[src/rtl/spi_xfer_ctrl.sv]
// SPI transfer sequencer: register-driven start, SCLK/MOSI/SS generation, RX push.
// Define SPI_XFER_CTRL_LOOPBACK_EN to sample the MOSI line instead of miso_i.
module spi_xfer_ctrl (
    input  logic        clk_i,
    input  logic        reset_n_i,
    input  logic [31:0] reg_control_i,
    input  logic [31:0] reg_trans_ctrl_i,
    input  logic [31:0] tx_data_i,
    input  logic        tx_empty_i,
    input  logic        rx_full_i,
    input  logic        miso_i,
    output logic        tx_rd_o,
    output logic        rx_wr_o,
    output logic [31:0] rx_data_o,
    output logic        trans_start_o,
    output logic        spi_busy_o,
    output logic        sclk_o,
    output logic        mosi_o,
    output logic [3:0]  ss_n_o
);

    typedef enum logic [2:0] {IDLE, SETUP, SHIFT, HOLD, STORE} state_t;

    state_t      state;
    logic [3:0]  hp_q;
    logic [3:0]  cnt;
    logic        cpol_q;
    logic        cpha_q;
    logic        msb_q;
    logic [1:0]  len_q;
    logic [3:0]  mask_q;
    logic [31:0] tx_q;
    logic [31:0] rx_q;
    logic [5:0]  half;

    logic [5:0]  nbits;
    logic [5:0]  n_in;
    logic [5:0]  drive_idx;
    logic [5:0]  sel;
    logic [5:0]  first_sel;
    logic        last_cnt;
    logic        last_half;
    logic        lead;
    logic        sbit;
    logic        go;

    function automatic logic [5:0] len_to_n(input logic [1:0] len);
        unique case (len)
            2'b01:   len_to_n = 6'd16;
            2'b10:   len_to_n = 6'd32;
            default: len_to_n = 6'd8;
        endcase
    endfunction

    always_comb begin
        nbits     = len_to_n(len_q);
        n_in      = len_to_n(reg_trans_ctrl_i[6:5]);
        last_cnt  = (cnt == hp_q);
        last_half = ({1'b0, half} == ({nbits, 1'b0} - 7'd1));
        lead      = ~half[0];
        // CPHA=0 already put bit 0 out in SETUP, so trailing edges drive the next one
        drive_idx = {1'b0, half[5:1]} + {5'd0, ~cpha_q};
        sel       = msb_q ? (nbits - 6'd1 - drive_idx) : drive_idx;
        first_sel = reg_control_i[8] ? (n_in - 6'd1) : 6'd0;
        go        = reg_trans_ctrl_i[13] & ~tx_empty_i;
    end

`ifdef SPI_XFER_CTRL_LOOPBACK_EN
    assign sbit = mosi_o;
    logic unused_bits;
    assign unused_bits = ^{reg_control_i[31:11], reg_control_i[7:4],
                           reg_trans_ctrl_i[31:14], reg_trans_ctrl_i[12:7],
                           reg_trans_ctrl_i[4], sel[5], first_sel[5], miso_i};
`else
    assign sbit = miso_i;
    logic unused_bits;
    assign unused_bits = ^{reg_control_i[31:11], reg_control_i[7:4],
                           reg_trans_ctrl_i[31:14], reg_trans_ctrl_i[12:7],
                           reg_trans_ctrl_i[4], sel[5], first_sel[5]};
`endif

    always_ff @(posedge clk_i or negedge reset_n_i) begin
        if (!reset_n_i) begin
            state         <= IDLE;
            hp_q          <= 4'd0;
            cnt           <= 4'd0;
            cpol_q        <= 1'b0;
            cpha_q        <= 1'b0;
            msb_q         <= 1'b0;
            len_q         <= 2'b00;
            mask_q        <= 4'd0;
            tx_q          <= 32'd0;
            rx_q          <= 32'd0;
            half          <= 6'd0;
            tx_rd_o       <= 1'b0;
            rx_wr_o       <= 1'b0;
            rx_data_o     <= 32'd0;
            trans_start_o <= 1'b0;
            spi_busy_o    <= 1'b0;
            sclk_o        <= 1'b0;
            mosi_o        <= 1'b0;
            ss_n_o        <= 4'hF;
        end else begin
            tx_rd_o       <= 1'b0;
            rx_wr_o       <= 1'b0;
            trans_start_o <= 1'b0;
            spi_busy_o    <= (state != IDLE);
            unique case (state)
                IDLE: begin
                    if (go) begin
                        state         <= SETUP;
                        trans_start_o <= 1'b1;
                        tx_rd_o       <= 1'b1;
                        tx_q          <= tx_data_i;
                        rx_q          <= 32'd0;
                        hp_q          <= (reg_control_i[3:0] == 4'd0) ?
                                         4'd0 : reg_control_i[3:0] - 4'd1;
                        msb_q         <= reg_control_i[8];
                        cpol_q        <= reg_control_i[9];
                        cpha_q        <= reg_control_i[10];
                        len_q         <= reg_trans_ctrl_i[6:5];
                        mask_q        <= reg_trans_ctrl_i[3:0];
                        cnt           <= 4'd0;
                        half          <= 6'd0;
                        sclk_o        <= reg_control_i[9];
                        ss_n_o        <= ~reg_trans_ctrl_i[3:0];
                        if (!reg_control_i[10])
                            mosi_o <= tx_data_i[first_sel[4:0]];
                    end
                end
                SETUP: begin
                    cnt <= last_cnt ? 4'd0 : cnt + 4'd1;
                    if (last_cnt)
                        state <= SHIFT;
                end
                SHIFT: begin
                    cnt <= last_cnt ? 4'd0 : cnt + 4'd1;
                    if (last_cnt) begin
                        sclk_o <= ~sclk_o;
                        if (lead != cpha_q) begin
                            if (msb_q)
                                rx_q <= {rx_q[30:0], sbit};
                            else
                                rx_q[half[5:1]] <= sbit;
                        end else if (drive_idx != nbits) begin
                            mosi_o <= tx_q[sel[4:0]];
                        end
                        if (last_half) begin
                            half  <= 6'd0;
                            state <= HOLD;
                        end else begin
                            half <= half + 6'd1;
                        end
                    end
                end
                HOLD: begin
                    cnt <= last_cnt ? 4'd0 : cnt + 4'd1;
                    if (last_cnt)
                        state <= STORE;
                end
                STORE: begin
                    if (!rx_full_i) begin
                        rx_wr_o   <= 1'b1;
                        rx_data_o <= rx_q;
                        ss_n_o    <= 4'hF;
                        state     <= IDLE;
                    end
                end
                default: state <= IDLE;
            endcase
            if (state != IDLE && mask_q == 4'd0)
                ss_n_o <= 4'hF;
        end
    end

endmodule
[config.mk]
export PLATFORM = sky130hd
export DESIGN_NAME = spi_xfer_ctrl
export DESIGN_NICKNAME = d
export VERILOG_FILES = /design/src/rtl/spi_xfer_ctrl.sv
export SDC_FILE = /design/constraint.sdc
export NUM_CORES = 1
export LEC_CHECK = 0
export BUFFER_PORTS_ARGS = -buffer_cell sky130_fd_sc_hd__buf_2
export CORE_UTILIZATION = 25
export CTS_BUF_LIST = sky130_fd_sc_hd__clkbuf_4 sky130_fd_sc_hd__clkbuf_8
export DETAILED_ROUTE_END_ITERATION = 16
export GPL_ROUTABILITY_DRIVEN = 0
export SLEW_MARGIN = 20
export SYNTH_ARGS = -nofsm -noshare
export SYNTH_HDL_FRONTEND = slang
export SYNTH_SLANG_ARGS = --single-unit
export TNS_END_PERCENT = 100
[constraint.sdc]
create_clock -name clk_i -period 3.1 [get_ports clk_i]
set_input_delay 0.465 -clock clk_i [delete_from_list [all_inputs] [get_ports clk_i]]
set_output_delay 0.465 -clock clk_i [all_outputs]
set_load 0.02 [all_outputs]
==> metrics, run 1 <==
status finished clean; fin area 8290 um2; H-tree Lvls 4; PD cells 853 nW/um2; area share of fa/ha/maj cells after synthesis 1.61%; Placed Area 7890 um2; Crit Path Max Fanout 17; Worst Hold End ss_n_o[1]; Comb pwr share 44.8%; fmax 0.402 GHz; Synth Area in XOR/XNOR 2.18%; Main synth FF type dfrtp_1; crit path max-delay cell type mux4_2; Hold Crit Depth 2; Clock Tree Buf Depth 2; Max IR drop VDD 0.000392 V; EDFF count, synth 0; Hold Startpoint reg_trans_ctrl_i[1]; synth-to-layout area growth 18.5%; root buffer cell clkbuf_8; Die Span X 169 um; sequential power share 34.1%; critical path cell sequence inv_1 -> ha_1 -> ha_1 -> buf_4 -> mux4_2 -> mux2i_1 -> mux2i_1 -> mux2i_1 -> mux2_2 -> o21ai_0; layout cell share with drive strength beyond 1 32.6%; worst r2r src cpha_q; library cells used by synthesis 55; Fillers 2868; Yosys warnings 0; CTS clock-pin slew for the worst setup and hold paths 0.10 ns; Yosys reg bits 130; Worst-Margin Slew 0.886 ns; multiplexer area fraction after synthesis 13.2%; Switching Fraction 41.6%; drt pass-1 iters 5; CTS Sinks 130; leading area contributor after synthesis dfrtp_1; Max-Cap Viols 0; CTS tree done; Hold Buf Count CTS 1; synthesized net count 761; DR iter-0 viols 373; setup TNS 0 ns; fin util 30.5%; P_sw 2940 uW; largest family of logic cells by synthesized area compound AO/OA/AOI/OAI gates; Mean Syn Cell Area 10.7 um2; global-route wire length before repair 27600 um; Ant. Diodes 0; Die Height 169 um; Cell Area, Synth 7000 um2; Core ar. 27200 um2; grt ovf 0; I/O Pins 143; setup bufs post-CTS 0; WL/cell 15.1 um; Final Cycle Share 80.3%; CP endpoint kind register; initial antenna violation count 0; DRC viols 0; final non-filler cell total 1115; register area share after synthesis 46.6%; Post-Place Cells 1082; Routed Antenna Nets 0; RSZ-0062 raised after global routing false; CTS buffer count 17; final wirelength 16800 um; most used cell, CP mux2i_1; final layout net count 840; Max Slew Vio Count 0; GRT Util Overall 12.2%; part of the power in the clock network 21.1%; crit path DAT 2.82 ns; Synth top area share 45.1%; clock latency on the worst-skew pair 0.45 ns; critical path class register to register; Startpoint Class register; Max Clock Skew 0.0238 ns; pin count of the biggest net entering global routing 71; post-cts resize count 0; cell count after synthesis 651; routed vias/inst 4.72; Die Footprint 28700 um2; synth top area cells dfrtp_1, nand2_1, o41ai_2; final setup violating endpoints 0; WHS 0.149 ns; Fin. Hold Viols 0; Initial Util 25.7%; R2R setup slack 0.61 ns; via count 5260; type of the worst min-delay path primary input to register; Port-buffer cells 92; DP HPWL 11000 um; simple-gate share of the synthesized area 12.3%; # rows 60; vias in the first global route 5067; critical path required time 3.43 ns; leakage power total 0.00390 uW; cell internal pwr 4130 uW; compound-gate portion of the synthesized area 19.4%; Final min period 2.49 ns; Synth async-reset ratio 100%; Reg2Reg Depth 10; largest stage delay on the critical path 0.55 ns; Max transition margin 40.8%; r2r endpoint mosi_o
## metrics by stage
stage	total power, uW	setup slack (ns)
CTS	7150	0.569
finish	7070	0.610
detailed placement	5630	0.591
global placement	5560	0.639
global route	7620	0.408
floorplan	4870	0.590
## cell families after synthesis
family / Yosys count
simple gates: 196
compound gates: 164
flops: 130
buf+inv: 70
mux: 67
xor+xnor: 15
fa+ha+maj: 9
## flip-flops by register name, indices dropped and copies added, names as in the netlist
register,count
rx_data_o,32
rx_q,32
tx_q,32
half,6
cnt,4
hp_q,4
mask_q,4
ss_n_o,4
state,3
len_q,2
cpha_q,1
mosi_o,1
msb_q,1
rx_wr_o,1
sclk_o,1
spi_busy_o,1
trans_start_o,1
## power groups by stage
| stage | clock network (uW) | registers (uW) | logic, uW |
|---|---|---|---|
| floorplan | 0 | 2410 | 2460 |
| global placement | 0 | 2430 | 3130 |
| detailed placement | 0 | 2440 | 3190 |
| CTS | 1530 | 2410 | 3210 |
| global route | 1610 | 2470 | 3530 |
| finish | 1490 | 2410 | 3170 |
## cell type report
type                       instances  area, um2  share of cell area, %
sequential                       130       3260                   39.3
multi-input combinational        451       3420                   41.3
inverter                          12       50.0                  0.604
tap                              372        465                   5.61
clock inverter                    14        151                   1.83
timing repair buffer             118        702                   8.47
clock buffer                      18        241                   2.91
## synth_stat cells, drive strengths merged (5+ instances only)
| cell | n |
|---|---|
| mux4 | 17 |
| o41ai | 32 |
| ha | 9 |
| a211oi | 23 |
| a311oi | 8 |
| mux2 | 33 |
| nor2 | 17 |
| nor3 | 9 |
| nand2 | 136 |
| nand3 | 8 |
| xor2 | 9 |
| inv | 11 |
| mux2i | 17 |
| a21oi | 10 |
| dfrtp | 126 |
| o21ai | 46 |
| xnor2 | 5 |
| clkbuf | 39 |
| nor2b | 5 |
| buf | 19 |
| a22oi | 31 |
## how the worst max path moves through the flow
stage | slack [ns] | depth (start not counted) | endpoint | startpoint
floorplan | 0.59 | 10 | mosi_o | half[1]
global placement | 0.64 | 10 | mosi_o | cpha_q
detailed placement | 0.59 | 10 | mosi_o | cpha_q
CTS | 0.57 | 10 | mosi_o | cpha_q
global route | 0.41 | 10 | mosi_o | cpha_q
finish | 0.61 | 10 | mosi_o | cpha_q
## routing by layer
metal | up-vias | part of all wire (%) | track usage, %
met3 | 12 | 5.1 | 2.66
met2 | 147 | 45 | 18.6
met4 | 0 | 0.77 | 3.06
li1 | 2546 | - | -
met5 | - | 0 | 0
met1 | 2555 | 49 | 17.4
## critical path, delay by kind of cell (launching register included)
kind	cells	cell delay, ns
DFF	1	0.36
buffers and inverters	2	0.33
muxes	5	1.11
AOI/OAI and AO/OA	1	0.07
adders and majority gates	2	0.48
## layout by cell type, fill, tap and decap left out, types with 4 or more instances in the layout
master and instances:
nor2b_1 5, mux2i_1 17, nor3_1 8, dfstp_2 4, dfrtp_1 125, nand2_1 135
o41ai_1 5, a22oi_1 31, a211oi_1 23, a21oi_1 9, inv_1 10, xor2_1 9
a311oi_1 8, nor2_1 16, ha_1 9, mux4_2 17, xnor2_1 4, clkbuf_8 17
buf_2 91, o31ai_1 4, mux2_2 33, buf_4 22, o41ai_2 27, nand3_1 8
o21ai_0 46, inv_6 5, clkinvlp_4 5
Power figures use the tool's default switching activity.
==> run 2: changes to the inputs <==
==> constraint.sdc (replaced) <==
create_clock -name clk_i -period 2.5 [get_ports clk_i]
set_input_delay 0.375 -clock clk_i [delete_from_list [all_inputs] [get_ports clk_i]]
set_output_delay 0.375 -clock clk_i [all_outputs]
set_load 0.02 [all_outputs]
==> run 2 against run 1 <==
Sequential cell count unchanged. Worst setup slack got worse by 0.44 ns. Worst hold slack got worse by 0.079 ns. Die area is the same. Total power increased by 34%. Critical path depth is the same. Fmax increased by 6.8%. Sequential power up 25%. Combinational power grew 32%. Wire length grew 2.8%. Register-to-register slack got worse by 0.44 ns. Critical endpoint unchanged. Largest power group unchanged.
==> metrics, run 2 (synthesized netlist as in run 1, its figures left out) <==
Final Cycle Share 93.2% (+13 points); Clock Tree Buf Depth 2 (unchanged); Switching Fraction 39.0% (-2.5 points); fmax 0.429 GHz (+6.8%); Comb pwr share 44.3% (-0.5 points); Max-Cap Viols 0 (unchanged); part of the power in the clock network 23.8% (+2.7 points); CTS tree done; Startpoint Class register; CTS buffer count 17 (unchanged); I/O Pins 143 (unchanged); Hold Startpoint reg_trans_ctrl_i[1]; CP endpoint kind register; Setup WS post-layout 0.170 ns (-0.440 ns); Max Clock Skew 0.0179 ns (-0.00586 ns); final layout net count 850 (+1.2%); GRT Util Overall 12.2% (+0.015 points); DP HPWL 11400 um (+3.5%); DR iter-0 viols 317 (-15%); Ant. Diodes 0 (unchanged); top flop regs rx_data_o (32), rx_q (32), tx_q (32); commonest non-fill, non-tap cell in the layout nand2_1; Port-buffer cells 92 (unchanged); root buffer cell clkbuf_8; final setup violating endpoints 0 (unchanged); Max Slew Vio Count 0 (unchanged); synth-to-layout area growth 22.3%; sequential power share 31.9% (-2.2 points); P_sw 3700 uW (+26%); critical path class register to register; via count 5299 (+0.74%); r2r endpoint mosi_o; pin count of the biggest net entering global routing 65 (-8.5%); pre-CTS WS 0.0612 ns (-0.530 ns); Final min period 2.33 ns (-0.160 ns); most frequent cells in the layout nand2_1, dfrtp_1, buf_2; Worst Hold End ss_n_o[1]; WL/cell 15.3 um (+1.9%); Die Span X 169 um (unchanged); H-tree Lvls 4 (unchanged); Crit Path Max Fanout 8 (-9); Worst-Margin Slew 0.760 ns (-0.125 ns); grt ovf 0 (unchanged); clock latency on the worst-skew pair 0.45 ns (about the same); CTS clock-pin slew for the worst setup and hold paths 0.08 ns (-0.02 ns); vias in the first global route 5061 (-0.12%); # rows 60 (unchanged); crit path DAT 2.65 ns (-0.17 ns); fin util 31.5% (+0.96 points); global-route wire length before repair 27800 um (+0.45%); Hold Crit Depth 2 (unchanged); Die Footprint 28700 um2 (unchanged); worst r2r src cpha_q; routed vias/inst 4.71 (-0.15%); CTS Sinks 130 (unchanged); critical path required time 2.82 ns (-0.61 ns); setup TNS 0 ns (unchanged); Fin. Hold Viols 0 (unchanged); R2R setup slack 0.17 ns (-0.44 ns); DRC viols 0 (unchanged); Initial Util 25.7% (unchanged); Die Height 169 um (unchanged); leakage power total 0.00403 uW (+3.2%); type of the worst min-delay path primary input to register; final wirelength 17300 um (+2.8%); layout cell share with drive strength beyond 1 34.1% (+1.6 points); drt pass-1 iters 4 (-1); status finished clean; initial antenna violation count 0 (unchanged); Reg2Reg Depth 10 (unchanged); cell internal pwr 5780 uW (+40%); Routed Antenna Nets 0 (unchanged); Max transition margin 48.9% (+8.1 points); Core ar. 27200 um2 (unchanged); PD cells 1110 nW/um2 (+30%); Max IR drop VDD 0.000498 V (+27%)
==> run 2: changes by cell type in the layout (fill, tap and decap cells not counted), moves of 2 or more <==
cell,before,now
buf_12,3,6
buf_4,22,28
bufinv_16,2,6
clkinv_2,2,0
clkinv_4,1,4
clkinvlp_4,5,2
ha_1,9,7
inv_6,5,1
==> run 2: how the worst max path moves through the flow <==
stage            start  slack, ns      to  depth (start not counted)
6_report        cpha_q       0.17  mosi_o                         10
5_1_grt         cpha_q     -0.006  mosi_o                         11
3_3_place_gp    cpha_q       0.13  mosi_o                         10
4_1_cts         cpha_q       0.06  mosi_o                         10
3_5_place_dp    cpha_q       0.06  mosi_o                         10
2_1_floorplan  half[1]       0.05  mosi_o                         10
==> run 2: layer usage <==
layer  part of all wire [%]  wire length (um)  up-vias  track usage [%]
li1                       -                 -     2573                -
met1                     48              8320     2572             17.3
met2                     46              8010      144             18.6
met3                    4.8               826       10             2.43
met4                   0.59               102        0             3.64
met5                      0                 0        -                0
==> run 2: worst max-delay path, cell delays in order, from the launching register on <==
cell and delay [ns]:
dfrtp_1 0.37, inv_1 0.07, ha_2 0.21, ha_4 0.30, buf_12 0.14, mux4_2 0.50
mux2i_1 0.17, mux2i_1 0.10, mux2i_1 0.13, mux2_2 0.16, o21ai_0 0.07
==> run 2: final cells by class <==
class | count | area, um2
Timing Repair Buffer | 128 | 832
Inverter | 12 | 50.0
Clock inverter | 12 | 230
Fill cell | 2831 | 18600
Multi-Input combinational cell | 451 | 3450
Sequential cell | 130 | 3260
Tap cell | 372 | 465
Clock buffer | 20 | 263
==> run 2: power groups by stage <==
stage          Sequential (uW)  Combinational [uW]  Clock (uW)
3_5_place_dp              3060                4100           0
4_1_cts                   3020                4110        2300
6_report                  3020                4200        2260
5_1_grt                   3090                4620        2400
3_3_place_gp              3030                4010           0
2_1_floorplan             2990                3060           0
==> run 2: per-stage QoR <==
step	cells	area [um2]	power (uW)	hold WS, ns
4_1_cts	1122	8480	9430	0.0468
5_1_grt	1125	8550	10100	0.0613
2_1_floorplan	651	7000	6040	0.0794
3_3_place_gp	1089	7980	7030	0.388
3_5_place_dp	1089	7980	7160	0.389
6_report	1125	8550	9480	0.0704
==> run 2: timing repair <==
item	in CTS	in global routing
gates resized for setup	0	6
setup buffers	0	2
hold buffers	1	0
endpoints found under the setup margin	0	1
endpoints found under the hold margin	53	0
==> run 3: changes to the inputs <==
--- a/config.mk
+++ b/config.mk
@@ -7,9 +7,10 @@
 export LEC_CHECK = 0
 export BUFFER_PORTS_ARGS = -buffer_cell sky130_fd_sc_hd__buf_2
 export CORE_UTILIZATION = 25
-export CTS_BUF_LIST = sky130_fd_sc_hd__clkbuf_4 sky130_fd_sc_hd__clkbuf_8
+export CTS_BUF_LIST = sky130_fd_sc_hd__clkbuf_2 sky130_fd_sc_hd__clkbuf_4 sky130_fd_sc_hd__clkbuf_8
 export DETAILED_ROUTE_END_ITERATION = 16
 export GPL_ROUTABILITY_DRIVEN = 0
+export SKIP_LAST_GASP = 1
 export SLEW_MARGIN = 20
 export SYNTH_ARGS = -nofsm -noshare
 export SYNTH_HDL_FRONTEND = slang
==> constraint.sdc (replaced) <==
create_clock -name clk_i -period 2.5 [get_ports clk_i]
set_input_delay 0.5 -clock clk_i [delete_from_list [all_inputs] [get_ports clk_i]]
set_output_delay 0.5 -clock clk_i [all_outputs]
set_load 0.02 [all_outputs]
==> run 3 against run 2 <==
Utilization is 0.25 points lower. Combinational power about the same. Register-to-register slack worse by 0.10 ns. Clock-buffer cell count is 4 higher. Die area is the same. Critical path depth increased by 1. Clock power is 17% lower. Non-clock buffer count is 2 higher. Largest power group unchanged.
==> metrics, run 3 (synthesized netlist as in run 1, its figures left out) <==
Ant. Diodes 0 (unchanged); WL/cell 15.1 um (-1.7%); Final Cycle Share 97.4% (+4.2 points); DRC viols 0 (unchanged); pin count of the biggest net entering global routing 65 (unchanged); root buffer cell clkbuf_8; Routed Antenna Nets 0 (unchanged); GRT Util Overall 12.2% (about the same); Max Slew Vio Count 0 (unchanged); Worst-Margin Slew 0.666 ns (-0.0947 ns); via count 5310 (+0.21%); most frequent cells in the layout nand2_1, dfrtp_1, buf_2; CTS tree done; leakage power total 0.00402 uW (-0.30%); grt ovf 0 (unchanged); final wirelength 17000 um (-1.5%); Max IR drop VDD 0.000538 V (+8.0%); fin util 31.2% (-0.25 points); Crit Path Max Fanout 3 (-5); layout cell share with drive strength beyond 1 34.3% (+0.17 points); clock latency on the worst-skew pair 0.44 ns (about the same); critical path class register to register; part of the power in the clock network 20.7% (-3.1 points); sequential power share 33.0% (+1.1 points); Placed Area 7980 um2 (about the same); CTS clock-pin slew for the worst setup and hold paths 0.08 ns (about the same); # rows 60 (unchanged); final layout net count 852 (+0.24%); Final min period 2.44 ns (+0.105 ns); Die Span X 169 um (unchanged); critical path cell sequence inv_1 -> ha_1 -> nand3_1 -> xnor2_2 -> inv_1 -> ha_1 -> nand4_1 -> nor4bb_2 -> nor3_2 -> mux2i_1 -> o21ai_0; PD cells 1070 nW/um2 (-3.4%); P_sw 3630 uW (-2.0%); Switching Fraction 40.0% (+0.92 points); Max transition margin 55.3% (+6.4 points); Pwr Total 9080 uW (-4.2%); cell internal pwr 5450 uW (-5.7%); synth-to-layout area growth 21.3%; CP endpoint kind register; initial antenna violation count 0 (unchanged); global-route wire length before repair 27700 um (-0.37%); Core ar. 27200 um2 (unchanged); commonest non-fill, non-tap cell in the layout nand2_1; H-tree Lvls 4 (unchanged); Max Clock Skew 0.0123 ns (-0.00562 ns); CTS Sinks 130 (unchanged); Comb pwr share 46.3% (+2.0 points); Max-Cap Viols 0 (unchanged); final non-filler cell total 1127 (+0.18%); Startpoint Class register; fmax 0.411 GHz (-4.3%); crit path max-delay cell type nor4bb_2; DR iter-0 viols 403 (+27%); Post-Place Cells 1091 (+0.18%); Port-buffer cells 92 (unchanged); status finished clean; top flop regs rx_data_o (32), rx_q (32), tx_q (32); drt pass-1 iters 5 (+1); type of the worst min-delay path primary input to register; Die Height 169 um (unchanged); Setup WS post-layout 0.0650 ns (-0.105 ns); final setup violating endpoints 0 (unchanged); routed vias/inst 4.71 (about the same); crit path DAT 2.75 ns (+0.10 ns); vias in the first global route 5047 (-0.28%); I/O Pins 143 (unchanged); Initial Util 25.7% (unchanged); pre-CTS WS 0.113 ns (+0.0521 ns); CTS buffer count 17 (unchanged); Fin. Hold Viols 0 (unchanged); critical path required time 2.82 ns (about the same); Clock Tree Buf Depth 2 (unchanged); largest stage delay on the critical path 0.39 ns (-0.11 ns); fin area 8480 um2 (-0.80%); DP HPWL 11300 um (-0.85%); Die Footprint 28700 um2 (unchanged)
==> run 3: power groups by stage <==
stage	clock network, uW	registers (uW)	logic (uW)
global placement	0	3030	4010
floorplan	0	2990	3060
CTS	1940	3000	4110
detailed placement	0	3040	4100
global route	2030	3080	4640
finish	1880	3000	4200
==> run 3: final cells by class <==
cell class                      count  area [um2]
Sequential cell                   130        3260
Fill cell                        2848       18700
Clock buffer                       24         312
Multi-Input combinational cell    451        3460
Inverter                           12        50.0
Clock inverter                      8         103
Timing Repair Buffer              130         835
Tap cell                          372         465
==> run 3: path summary, 6_finish.rpt <==
path / startpoint / to / slack, ns / depth (start not counted)
setup / recovery: cpha_q / mosi_o / 0.06 / 11
hold / removal: reg_trans_ctrl_i[2] / ss_n_o[2] / 0.20 / 2
setup reg to reg: cpha_q / mosi_o / 0.06 / 11
hold reg to reg: mask_q[1] / mask_q[1] / 0.48 / 2
max in group asynchronous: reset_n_i / ss_n_o[1] / 1.23 / 3
min in group asynchronous: reset_n_i / rx_data_o[10] / 0.56 / 2
==> run 3: critical path, delay by kind of cell (launching register included) <==
family	cells	cell delay (ns)
and+or+nand+nor	4	0.81
buffers and inverters	2	0.14
muxes	1	0.17
AOI/OAI and AO/OA	1	0.10
DFF	1	0.38
xor gates and xnor gates	1	0.20
adders and majority gates	2	0.52
==> run 3: per-stage QoR <==
| stage | TNS, ns | hold slack [ns] |
|---|---|---|
| 6_report | 0 | 0.200 |
| 5_1_grt | -0.0786 | 0.176 |
| 4_1_cts | 0 | 0.167 |
| 3_5_place_dp | 0 | 0.462 |
| 3_3_place_gp | 0 | 0.460 |
| 2_1_floorplan | 0 | 0.204 |
==> run 3: what timing repair did <==
action | in CTS | in global routing
resized for setup | 0 | 6
setup buffers | 0 | 2
endpoints found under the setup margin | 0 | 1
hold buffers | 1 | 0
endpoints found under the hold margin | 41 | 0
==> run 3: metal layers <==
layer,global-route usage (%),share of wire (%),vias to the layer above
li1,-,-,2567
met1,17.5,49,2591
met2,18.1,45,136
met3,3.15,5.3,16
met4,2.98,0.92,0
met5,0,0,-
